<file path="config.mk">
export PLATFORM = sky130hd
export DESIGN_NAME = ddr4_dfi_init_seq
export DESIGN_NICKNAME = d
export VERILOG_FILES = /design/src/rtl/ddr4_dfi_init_seq.sv
export SDC_FILE = /design/constraint.sdc
export NUM_CORES = 1
export LEC_CHECK = 0
export BUFFER_PORTS_ARGS = -buffer_cell sky130_fd_sc_hd__buf_4
export CAP_MARGIN = 15
export CORE_UTILIZATION = 30
export DETAILED_ROUTE_END_ITERATION = 8
export REMOVE_ABC_BUFFERS = 1
export SLEW_MARGIN = 20
export SYNTH_ARGS = -nofsm -noshare
export SYNTH_HDL_FRONTEND = slang
export SYNTH_SLANG_ARGS = --single-unit
</file>
<file path="constraint.sdc">
create_clock -name dfi_clk -period 2.5 [get_ports dfi_clk]
set_input_delay 0.125 -clock dfi_clk [delete_from_list [all_inputs] [get_ports dfi_clk]]
set_output_delay 0.125 -clock dfi_clk [all_outputs]
set_load 0.02 [all_outputs]
</file>
<file path="src/rtl/ddr4_dfi_init_seq.sv">
// DDR4 power-up sequencer on the controller side of DFI.
// It sequences DRAM reset and CKE, runs the PHY init handshake, issues
// MR3,6,5,4,2,1,0 then ZQCL, and finally raises init_done.
// The wait states are sized so that the time from one command to the next
// event equals the programmed timing value.
module ddr4_dfi_init_seq #(
   parameter int RANKS     = 1,
   parameter int PHASES    = 4,
   parameter int CMD_PHASE = 0,
   parameter int A_WIDTH   = 17,
   parameter int BA_WIDTH  = 2,
   parameter int BG_WIDTH  = 2,
   parameter int CNT_WIDTH = 20,
   parameter int T_RESET   = 16,
   parameter int T_CKE     = 16,
   parameter int T_XPR     = 8,
   parameter int T_MRD     = 4,
   parameter int T_MOD     = 8,
   parameter int T_ZQINIT  = 32,
   parameter int T_TIMEOUT = 1024,
   parameter logic [A_WIDTH-1:0] MR0 = '0,
   parameter logic [A_WIDTH-1:0] MR1 = '0,
   parameter logic [A_WIDTH-1:0] MR2 = '0,
   parameter logic [A_WIDTH-1:0] MR3 = '0,
   parameter logic [A_WIDTH-1:0] MR4 = '0,
   parameter logic [A_WIDTH-1:0] MR5 = '0,
   parameter logic [A_WIDTH-1:0] MR6 = '0
) (
   input  logic                         dfi_clk,
   input  logic                         reset,
   input  logic                         restart,
   output logic                         dfi_init_start,
   input  logic                         dfi_init_complete,
   output logic [RANKS-1:0]             dfi_reset_n,
   output logic [RANKS*PHASES-1:0]      dfi_cke,
   output logic [RANKS*PHASES-1:0]      dfi_cs_n,
   output logic [PHASES-1:0]            dfi_act_n,
   output logic [PHASES-1:0]            dfi_ras_n,
   output logic [PHASES-1:0]            dfi_cas_n,
   output logic [PHASES-1:0]            dfi_we_n,
   output logic [PHASES*A_WIDTH-1:0]    dfi_address,
   output logic [PHASES*BA_WIDTH-1:0]   dfi_bank,
   output logic [PHASES*BG_WIDTH-1:0]   dfi_bg,
   output logic                         init_done,
   output logic                         init_error,
   output logic [3:0]                   init_state
);

   // Zero timings behave as one cycle.
   localparam int RST_N = (T_RESET  > 0) ? T_RESET  : 1;
   localparam int CKE_N = (T_CKE    > 0) ? T_CKE    : 1;
   localparam int XPR_N = (T_XPR    > 0) ? T_XPR    : 1;
   localparam int MRD_N = (T_MRD    > 0) ? T_MRD    : 1;
   localparam int MOD_N = (T_MOD    > 0) ? T_MOD    : 1;
   localparam int ZQ_N  = (T_ZQINIT > 0) ? T_ZQINIT : 1;
   localparam int TO_N  = (T_TIMEOUT > 0) ? T_TIMEOUT : 1;

   // Counter preloads; the one-cycle command itself is part of the gap.
   localparam logic [CNT_WIDTH-1:0] LD_RESET = CNT_WIDTH'(RST_N - 1);
   localparam logic [CNT_WIDTH-1:0] LD_CKE   = CNT_WIDTH'(CKE_N - 1);
   localparam logic [CNT_WIDTH-1:0] LD_TO    = CNT_WIDTH'(TO_N - 1);
   localparam logic [CNT_WIDTH-1:0] LD_XPR   = CNT_WIDTH'(XPR_N - 1);
   localparam logic [CNT_WIDTH-1:0] LD_MRD   = CNT_WIDTH'((MRD_N > 1) ? MRD_N - 2 : 0);
   localparam logic [CNT_WIDTH-1:0] LD_MOD   = CNT_WIDTH'((MOD_N > 1) ? MOD_N - 2 : 0);
   localparam logic [CNT_WIDTH-1:0] LD_ZQ    = CNT_WIDTH'((ZQ_N  > 1) ? ZQ_N  - 2 : 0);

   typedef enum logic [3:0] {
      ST_RST_LOW  = 4'd0,
      ST_CKE_LOW  = 4'd1,
      ST_PHY_INIT = 4'd2,
      ST_XPR      = 4'd3,
      ST_MRS      = 4'd4,
      ST_MRS_WAIT = 4'd5,
      ST_ZQCL     = 4'd6,
      ST_ZQ_WAIT  = 4'd7,
      ST_DONE     = 4'd8,
      ST_ERROR    = 4'd9
   } state_t;

   state_t                 state_q, state_d;
   logic [CNT_WIDTH-1:0]   cnt_q, cnt_d;
   logic [2:0]             k_q, k_d;

   logic                   cke_on, start_d, done_d, error_d;
   logic [2:0]             mr_n;
   logic                   cmd_cs_n, cmd_act_n, cmd_ras_n, cmd_cas_n, cmd_we_n;
   logic [A_WIDTH-1:0]     cmd_addr;
   logic [BA_WIDTH-1:0]    cmd_ba;
   logic [BG_WIDTH-1:0]    cmd_bg;

   logic [RANKS-1:0]           reset_n_d, reset_n_q;
   logic [RANKS*PHASES-1:0]    cke_d, cke_q, cs_n_d, cs_n_q;
   logic [PHASES-1:0]          act_n_d, act_n_q, ras_n_d, ras_n_q;
   logic [PHASES-1:0]          cas_n_d, cas_n_q, we_n_d, we_n_q;
   logic [PHASES*A_WIDTH-1:0]  addr_d, addr_q;
   logic [PHASES*BA_WIDTH-1:0] ba_d, ba_q;
   logic [PHASES*BG_WIDTH-1:0] bg_d, bg_q;
   logic                       start_q, done_q, error_q;

   // JEDEC issue order: index k selects mode register n.
   function automatic logic [2:0] mr_num(input logic [2:0] idx);
      case (idx)
         3'd0:    mr_num = 3'd3;
         3'd1:    mr_num = 3'd6;
         3'd2:    mr_num = 3'd5;
         3'd3:    mr_num = 3'd4;
         3'd4:    mr_num = 3'd2;
         3'd5:    mr_num = 3'd1;
         default: mr_num = 3'd0;
      endcase
   endfunction

   function automatic logic [A_WIDTH-1:0] mr_val(input logic [2:0] n);
      case (n)
         3'd0:    mr_val = MR0;
         3'd1:    mr_val = MR1;
         3'd2:    mr_val = MR2;
         3'd3:    mr_val = MR3;
         3'd4:    mr_val = MR4;
         3'd5:    mr_val = MR5;
         3'd6:    mr_val = MR6;
         default: mr_val = '0;
      endcase
   endfunction

   // Next state, MR index and wait counter (reloaded on every state change).
   always_comb begin
      state_d = state_q;
      k_d     = k_q;
      cnt_d   = (cnt_q != '0) ? cnt_q - CNT_WIDTH'(1) : cnt_q;
      case (state_q)
         ST_RST_LOW:  if (cnt_q == '0) state_d = ST_CKE_LOW;
         ST_CKE_LOW:  if (cnt_q == '0) state_d = ST_PHY_INIT;
         ST_PHY_INIT: begin
            if (dfi_init_complete)                     state_d = ST_XPR;
            else if (T_TIMEOUT != 0 && cnt_q == '0)    state_d = ST_ERROR;
         end
         ST_XPR:      if (cnt_q == '0) state_d = ST_MRS;
         ST_MRS: begin
            if ((k_q == 3'd6) ? (MOD_N > 1) : (MRD_N > 1)) state_d = ST_MRS_WAIT;
            else if (k_q == 3'd6)                          state_d = ST_ZQCL;
            else                                           k_d     = k_q + 3'd1;
         end
         ST_MRS_WAIT: begin
            if (cnt_q == '0) begin
               if (k_q == 3'd6) state_d = ST_ZQCL;
               else begin
                  state_d = ST_MRS;
                  k_d     = k_q + 3'd1;
               end
            end
         end
         ST_ZQCL:     state_d = (ZQ_N > 1) ? ST_ZQ_WAIT : ST_DONE;
         ST_ZQ_WAIT:  if (cnt_q == '0) state_d = ST_DONE;
         ST_DONE, ST_ERROR: begin
            if (restart) begin
               state_d = ST_RST_LOW;
               k_d     = 3'd0;
            end
         end
         default:     state_d = ST_RST_LOW;
      endcase
      if (state_d != state_q) begin
         case (state_d)
            ST_RST_LOW:  cnt_d = LD_RESET;
            ST_CKE_LOW:  cnt_d = LD_CKE;
            ST_PHY_INIT: cnt_d = LD_TO;
            ST_XPR:      cnt_d = LD_XPR;
            ST_MRS_WAIT: cnt_d = (k_q == 3'd6) ? LD_MOD : LD_MRD;
            ST_ZQ_WAIT:  cnt_d = LD_ZQ;
            default:     cnt_d = '0;
         endcase
      end
   end

   // Output decode from the next state so the registered outputs track init_state.
   always_comb begin
      cke_on    = state_d inside {ST_XPR, ST_MRS, ST_MRS_WAIT, ST_ZQCL, ST_ZQ_WAIT, ST_DONE};
      start_d   = (state_d == ST_PHY_INIT);
      done_d    = (state_d == ST_DONE);
      error_d   = (state_d == ST_ERROR);
      reset_n_d = (state_d == ST_RST_LOW) ? '0 : '1;
      mr_n      = mr_num(k_d);
      cmd_cs_n  = 1'b1;
      cmd_act_n = 1'b1;
      cmd_ras_n = 1'b1;
      cmd_cas_n = 1'b1;
      cmd_we_n  = 1'b1;
      cmd_addr  = '0;
      cmd_ba    = '0;
      cmd_bg    = '0;
      case (state_d)
         ST_MRS: begin
            cmd_cs_n    = 1'b0;
            cmd_ras_n   = 1'b0;
            cmd_cas_n   = 1'b0;
            cmd_we_n    = 1'b0;
            cmd_addr    = mr_val(mr_n);
            cmd_ba[1:0] = mr_n[1:0];
            cmd_bg[0]   = mr_n[2];
         end
         ST_ZQCL: begin
            cmd_cs_n     = 1'b0;
            cmd_we_n     = 1'b0;
            cmd_addr[10] = 1'b1;
         end
         default: ;
      endcase
   end

   // Only CMD_PHASE carries the command; every other slot is DES.
   generate
      for (genvar gi = 0; gi < PHASES; gi++) begin : g_phase
         localparam bit IS_CMD = (gi == CMD_PHASE);
         assign cke_d[gi*RANKS +: RANKS]      = {RANKS{cke_on}};
         assign cs_n_d[gi*RANKS +: RANKS]     = IS_CMD ? {RANKS{cmd_cs_n}} : {RANKS{1'b1}};
         assign act_n_d[gi]                   = IS_CMD ? cmd_act_n : 1'b1;
         assign ras_n_d[gi]                   = IS_CMD ? cmd_ras_n : 1'b1;
         assign cas_n_d[gi]                   = IS_CMD ? cmd_cas_n : 1'b1;
         assign we_n_d[gi]                    = IS_CMD ? cmd_we_n  : 1'b1;
         assign addr_d[gi*A_WIDTH +: A_WIDTH] = IS_CMD ? cmd_addr : '0;
         assign ba_d[gi*BA_WIDTH +: BA_WIDTH] = IS_CMD ? cmd_ba   : '0;
         assign bg_d[gi*BG_WIDTH +: BG_WIDTH] = IS_CMD ? cmd_bg   : '0;
      end
   endgenerate

   // State and output registers with synchronous reset.
   always_ff @(posedge dfi_clk) begin
      if (reset) begin
         state_q   <= ST_RST_LOW;
         cnt_q     <= LD_RESET;
         k_q       <= 3'd0;
         reset_n_q <= '0;
         cke_q     <= '0;
         cs_n_q    <= '1;
         act_n_q   <= '1;
         ras_n_q   <= '1;
         cas_n_q   <= '1;
         we_n_q    <= '1;
         addr_q    <= '0;
         ba_q      <= '0;
         bg_q      <= '0;
         start_q   <= 1'b0;
         done_q    <= 1'b0;
         error_q   <= 1'b0;
      end else begin
         state_q   <= state_d;
         cnt_q     <= cnt_d;
         k_q       <= k_d;
         reset_n_q <= reset_n_d;
         cke_q     <= cke_d;
         cs_n_q    <= cs_n_d;
         act_n_q   <= act_n_d;
         ras_n_q   <= ras_n_d;
         cas_n_q   <= cas_n_d;
         we_n_q    <= we_n_d;
         addr_q    <= addr_d;
         ba_q      <= ba_d;
         bg_q      <= bg_d;
         start_q   <= start_d;
         done_q    <= done_d;
         error_q   <= error_d;
      end
   end

   assign dfi_init_start = start_q;
   assign dfi_reset_n    = reset_n_q;
   assign dfi_cke        = cke_q;
   assign dfi_cs_n       = cs_n_q;
   assign dfi_act_n      = act_n_q;
   assign dfi_ras_n      = ras_n_q;
   assign dfi_cas_n      = cas_n_q;
   assign dfi_we_n       = we_n_q;
   assign dfi_address    = addr_q;
   assign dfi_bank       = ba_q;
   assign dfi_bg         = bg_q;
   assign init_done      = done_q;
   assign init_error     = error_q;
   assign init_state     = state_q;

endmodule

</file>
==> flow_metrics.tcl <==
set metrics [dict create \
    outcome "complete, but fails checks" \
    failed_checks "DRC" \
    cpPeakStageDelay_ns 0.42 \
    synth-seq-cells 38 \
    drt-total-wl_mm 5.26 \
    timing.critical_path.required_ns 2.67 \
    endpoint "cnt_q[2]$_SDFFE_PP1P_" \
    design.die.area_um2 9660 \
    fraction_of_the_cycle_the_final_worst_path_needs 0.956 \
    syn_inst 322 \
    number_of_global_route_vias_before_repair 1829 \
    dp_hpwl_mm 3.98 \
    worstHoldPathType "in -> reg" \
    post-route-drc-count 6 \
    slew_viol_final 0 \
    timing.reg2reg.worst_path_depth 8 \
    place_congestion 0.830 \
    combined_global_route_utilization_of_all_metal_layers 0.111 \
    power.switching_mw 0.388 \
    grt_setup_unrepaired "true" \
    synth_flop_cell "sky130_fd_sc_hd__dfxtp_1" \
    critPathCaptureType "flop" \
    post_synth_instance_area_um2 2780 \
    dpl_worst_slack_ns -0.0876 \
    critical_path.n_buffers_inverters 1 \
    ir_drop_v 0.000276 \
    routedWlPerCell_um 11.2 \
    setup.worst_path.class "reg -> reg" \
    syn_area_per_cell_um2 8.64 \
    sequential_share_of_power 0.432 \
    pwr-share-clk 0.448 \
    final_hold_viol_count 0 \
    initial_core_utilization 0.314 \
    crit_arrival_ns 2.56 \
    drt_first_iter_violations 92 \
    synth_largest_type_area_fraction 0.274 \
    die_width_um 98.3 \
    yosys_warnings 0 \
    maxCapViolations 0 \
    internal_power_mw 1.03 \
    clock_sinks 38 \
    combinationalPowerShare 0.120 \
    cts_setup_buffers 0 \
    final_antenna_net_count 0 \
    fin_setup_tns_ns 0 \
    synth_top_cell_by_area "sky130_fd_sc_hd__dfxtp_1" \
    cts-root-buf "sky130_fd_sc_hd__clkbuf_8" \
    core.rowCount 34 \
    ys_async_sr_fraction 0 \
    antenna_found_initial 0 \
    report.power.total_mw 1.42 \
    sequential_to_total_area_share_from_yosys_stat 0.274 \
    buffer_ports.inserted 23 \
    fillCellCount 928 \
    area_delta_synth_final_pct 8.46 \
    overflow 0 \
    post_cts_clock_slew_at_the_launch_and_capture_registers_of_the_worst_setup_and_hold_paths_ns 0.08 \
    edff_count_synth 0 \
    reg2reg_setup_slack_ns 0.11 \
    min-delay-start "reset" \
    final_core_utilization 0.341 \
    final_net_count 369 \
    placed_cells 463 \
    timing.final.crit_period_ns 2.39 \
    grt_max_degree 15 \
    clock_skew_after_layout_ns 0.00549 \
    fin_hold_ws_ns 0.100 \
    yosys-top-cells-area "sky130_fd_sc_hd__dfxtp_1, sky130_fd_sc_hd__buf_4, sky130_fd_sc_hd__nor2_1" \
    postLayoutSetupSlackWorst_ns 0.110 \
    synth.lib_cells_used.distinct 67 \
    design.portCount 120 \
    cts_buffers 5 \
    num_vias 2048 \
    cellLeakagePower_nw 1.34 \
    critical_path.reg2reg.startpoint "cnt_q[1]$_SDFFE_PP1P_" \
    final_cells 471 \
    clock_path_buffers 2 \
    crit_start "cnt_q[1]$_SDFFE_PP1P_" \
    critical_path_cell_count 8 \
    setup.worst_path.start_class "flop" \
    clk_latency_worst_skew_pair_ns 0.29 \
    crit_chain "inv_1 -> ha_1 -> or3b_4 -> or3_4 -> a211o_1 -> o211a_4 -> a21oi_4 -> o311ai_1" \
    clock.fmax_mhz 418 \
    stdcell_area_um2 3020 \
    critical_path.reg2reg.endpoint "cnt_q[2]$_SDFFE_PP1P_" \
    power.density_nw_per_um2 470 \
    fp.dieH_um 98.3 \
    drt-pass1-iter-count 8 \
    netSwitchingFraction 0.274 \
    grt_pass1_wl_mm 8.75 \
    cpMaxStageDelayCell "sky130_fd_sc_hd__or3_4" \
    antennaDiodeCount 0 \
    timing.critical_path.max_delay_family "compound AO/OA/AOI/OAI gates" \
    critPathMaxFanout 6 \
    clock_tree_from_tritoncts "built" \
    cts_max_level 2 \
    finalSetupViolations 0 \
    core_region_area_um2 8850 \
    route.detailed.vias_per_inst 4.35 \
    placement.cell_area_um2 2830 \
    final_layout_size_suffix_gt1_frac 0.223 \
]
-- final cells by class --
| type | count | area [um2] | area share |
|---|---|---|---|
| sequential | 38 | 761 | 0.252 |
| timing repair buffer | 47 | 353 | 0.117 |
| multi-input combinational | 260 | 1590 | 0.528 |
| tap | 108 | 135 | 0.0448 |
| clock inverter | 3 | 68.8 | 0.0228 |
| clock buffer | 5 | 68.8 | 0.0228 |
| inverter | 10 | 37.5 | 0.0124 |
-- cell families (layout without fill, tap and decap cells) --
family,count (synthesis),after routing,share of synthesized area
flip-flops,38,38,0.274
other,2,96,0.00270
buffers and inverters,118,65,0.299
XOR/XNOR,15,15,0.0472
AND/OR/NAND/NOR,88,88,0.200
multiplexers,6,6,0.0238
AO/OA/AOI/OAI,52,52,0.141
adder cells (fa/ha/maj),3,3,0.0135
-- synth_stat cells (all sizes together) (2+ instances only) --
library cell,instances
a211oi,2
o21bai,2
nor2b,2
o31ai,2
mux2,2
or3,6
o311a,2
and2,4
or3b,2
o41ai,2
ha,3
a211o,2
nand2b,6
nand3b,4
nand2,8
nor2,27
mux2i,4
nor4,8
xor2,5
conb,2
or4,4
o21ai,13
nor3,6
a21oi,8
a32o,2
o22ai,2
inv,10
o2111ai,2
a21o,2
nor3b,2
xnor2,10
o211a,2
dfxtp,38
buf,104
nand3,2
nand4,3
clkbuf,4
-- how the worst min path moves through the flow --
stage | to | cells past startpoint | slack [ns]
floorplan | dfi_cke[0]$_SDFF_PP0_ | 1 | 0.19
global placement | init_state[0]$_SDFF_PP0_ | 2 | 0.41
detailed placement | dfi_cke[0]$_SDFF_PP0_ | 2 | 0.41
CTS | dfi_cke[0]$_SDFF_PP0_ | 2 | 0.09
global route | dfi_reset_n$_SDFF_PP0_ | 2 | 0.11
finish | dfi_cke[0]$_SDFF_PP0_ | 2 | 0.10
-- placed cells by master, fill, tap and decap left out, drive strengths merged, types with 3 or more instances in the layout --
master / instances
ha: 3
buf: 47
nand2b: 6
o21ai: 13
xnor2: 10
nand4: 3
mux2i: 4
nor4: 8
nor2: 27
inv: 10
a21oi: 8
xor2: 5
conb: 96
nor3: 6
or4: 4
clkbuf: 5
nand2: 8
and2: 4
or3: 6
nand3b: 4
dfxtp: 38
-- what timing repair did --
item | in CTS | in global routing
endpoints found under the setup margin | 7 | 8
gates resized for setup | 5 | 7
endpoints found under the hold margin | 0 | 0
pin swaps | 0 | 3
hold buffers | 0 | 0
-- sequential cells by signal (all words and copies together) (netlist names) --
register,cells
cnt_q,20
init_state,4
k_q,3
dfi_bank,2
dfi_address,1
dfi_bg,1
dfi_cas_n,1
dfi_cke,1
dfi_init_start,1
dfi_reset_n,1
dfi_we_n,1
init_done,1
init_error,1
-- power groups by stage --
stage	logic [mW]	registers [mW]	clock network [mW]
CTS	0.167	0.611	0.644
detailed placement	0.166	0.626	0
floorplan	0.143	0.626	0
global placement	0.165	0.625	0
finish	0.170	0.611	0.635
global route	0.181	0.612	0.667
-- routing by layer --
metal,GRT usage,vias up,share of wire
li1,-,994,-
met4,0.0264,0,0.0068
met1,0.142,954,0.46
met2,0.189,95,0.48
met3,0.0236,5,0.060
met5,0,-,0
(Power assumes the default switching activity.)
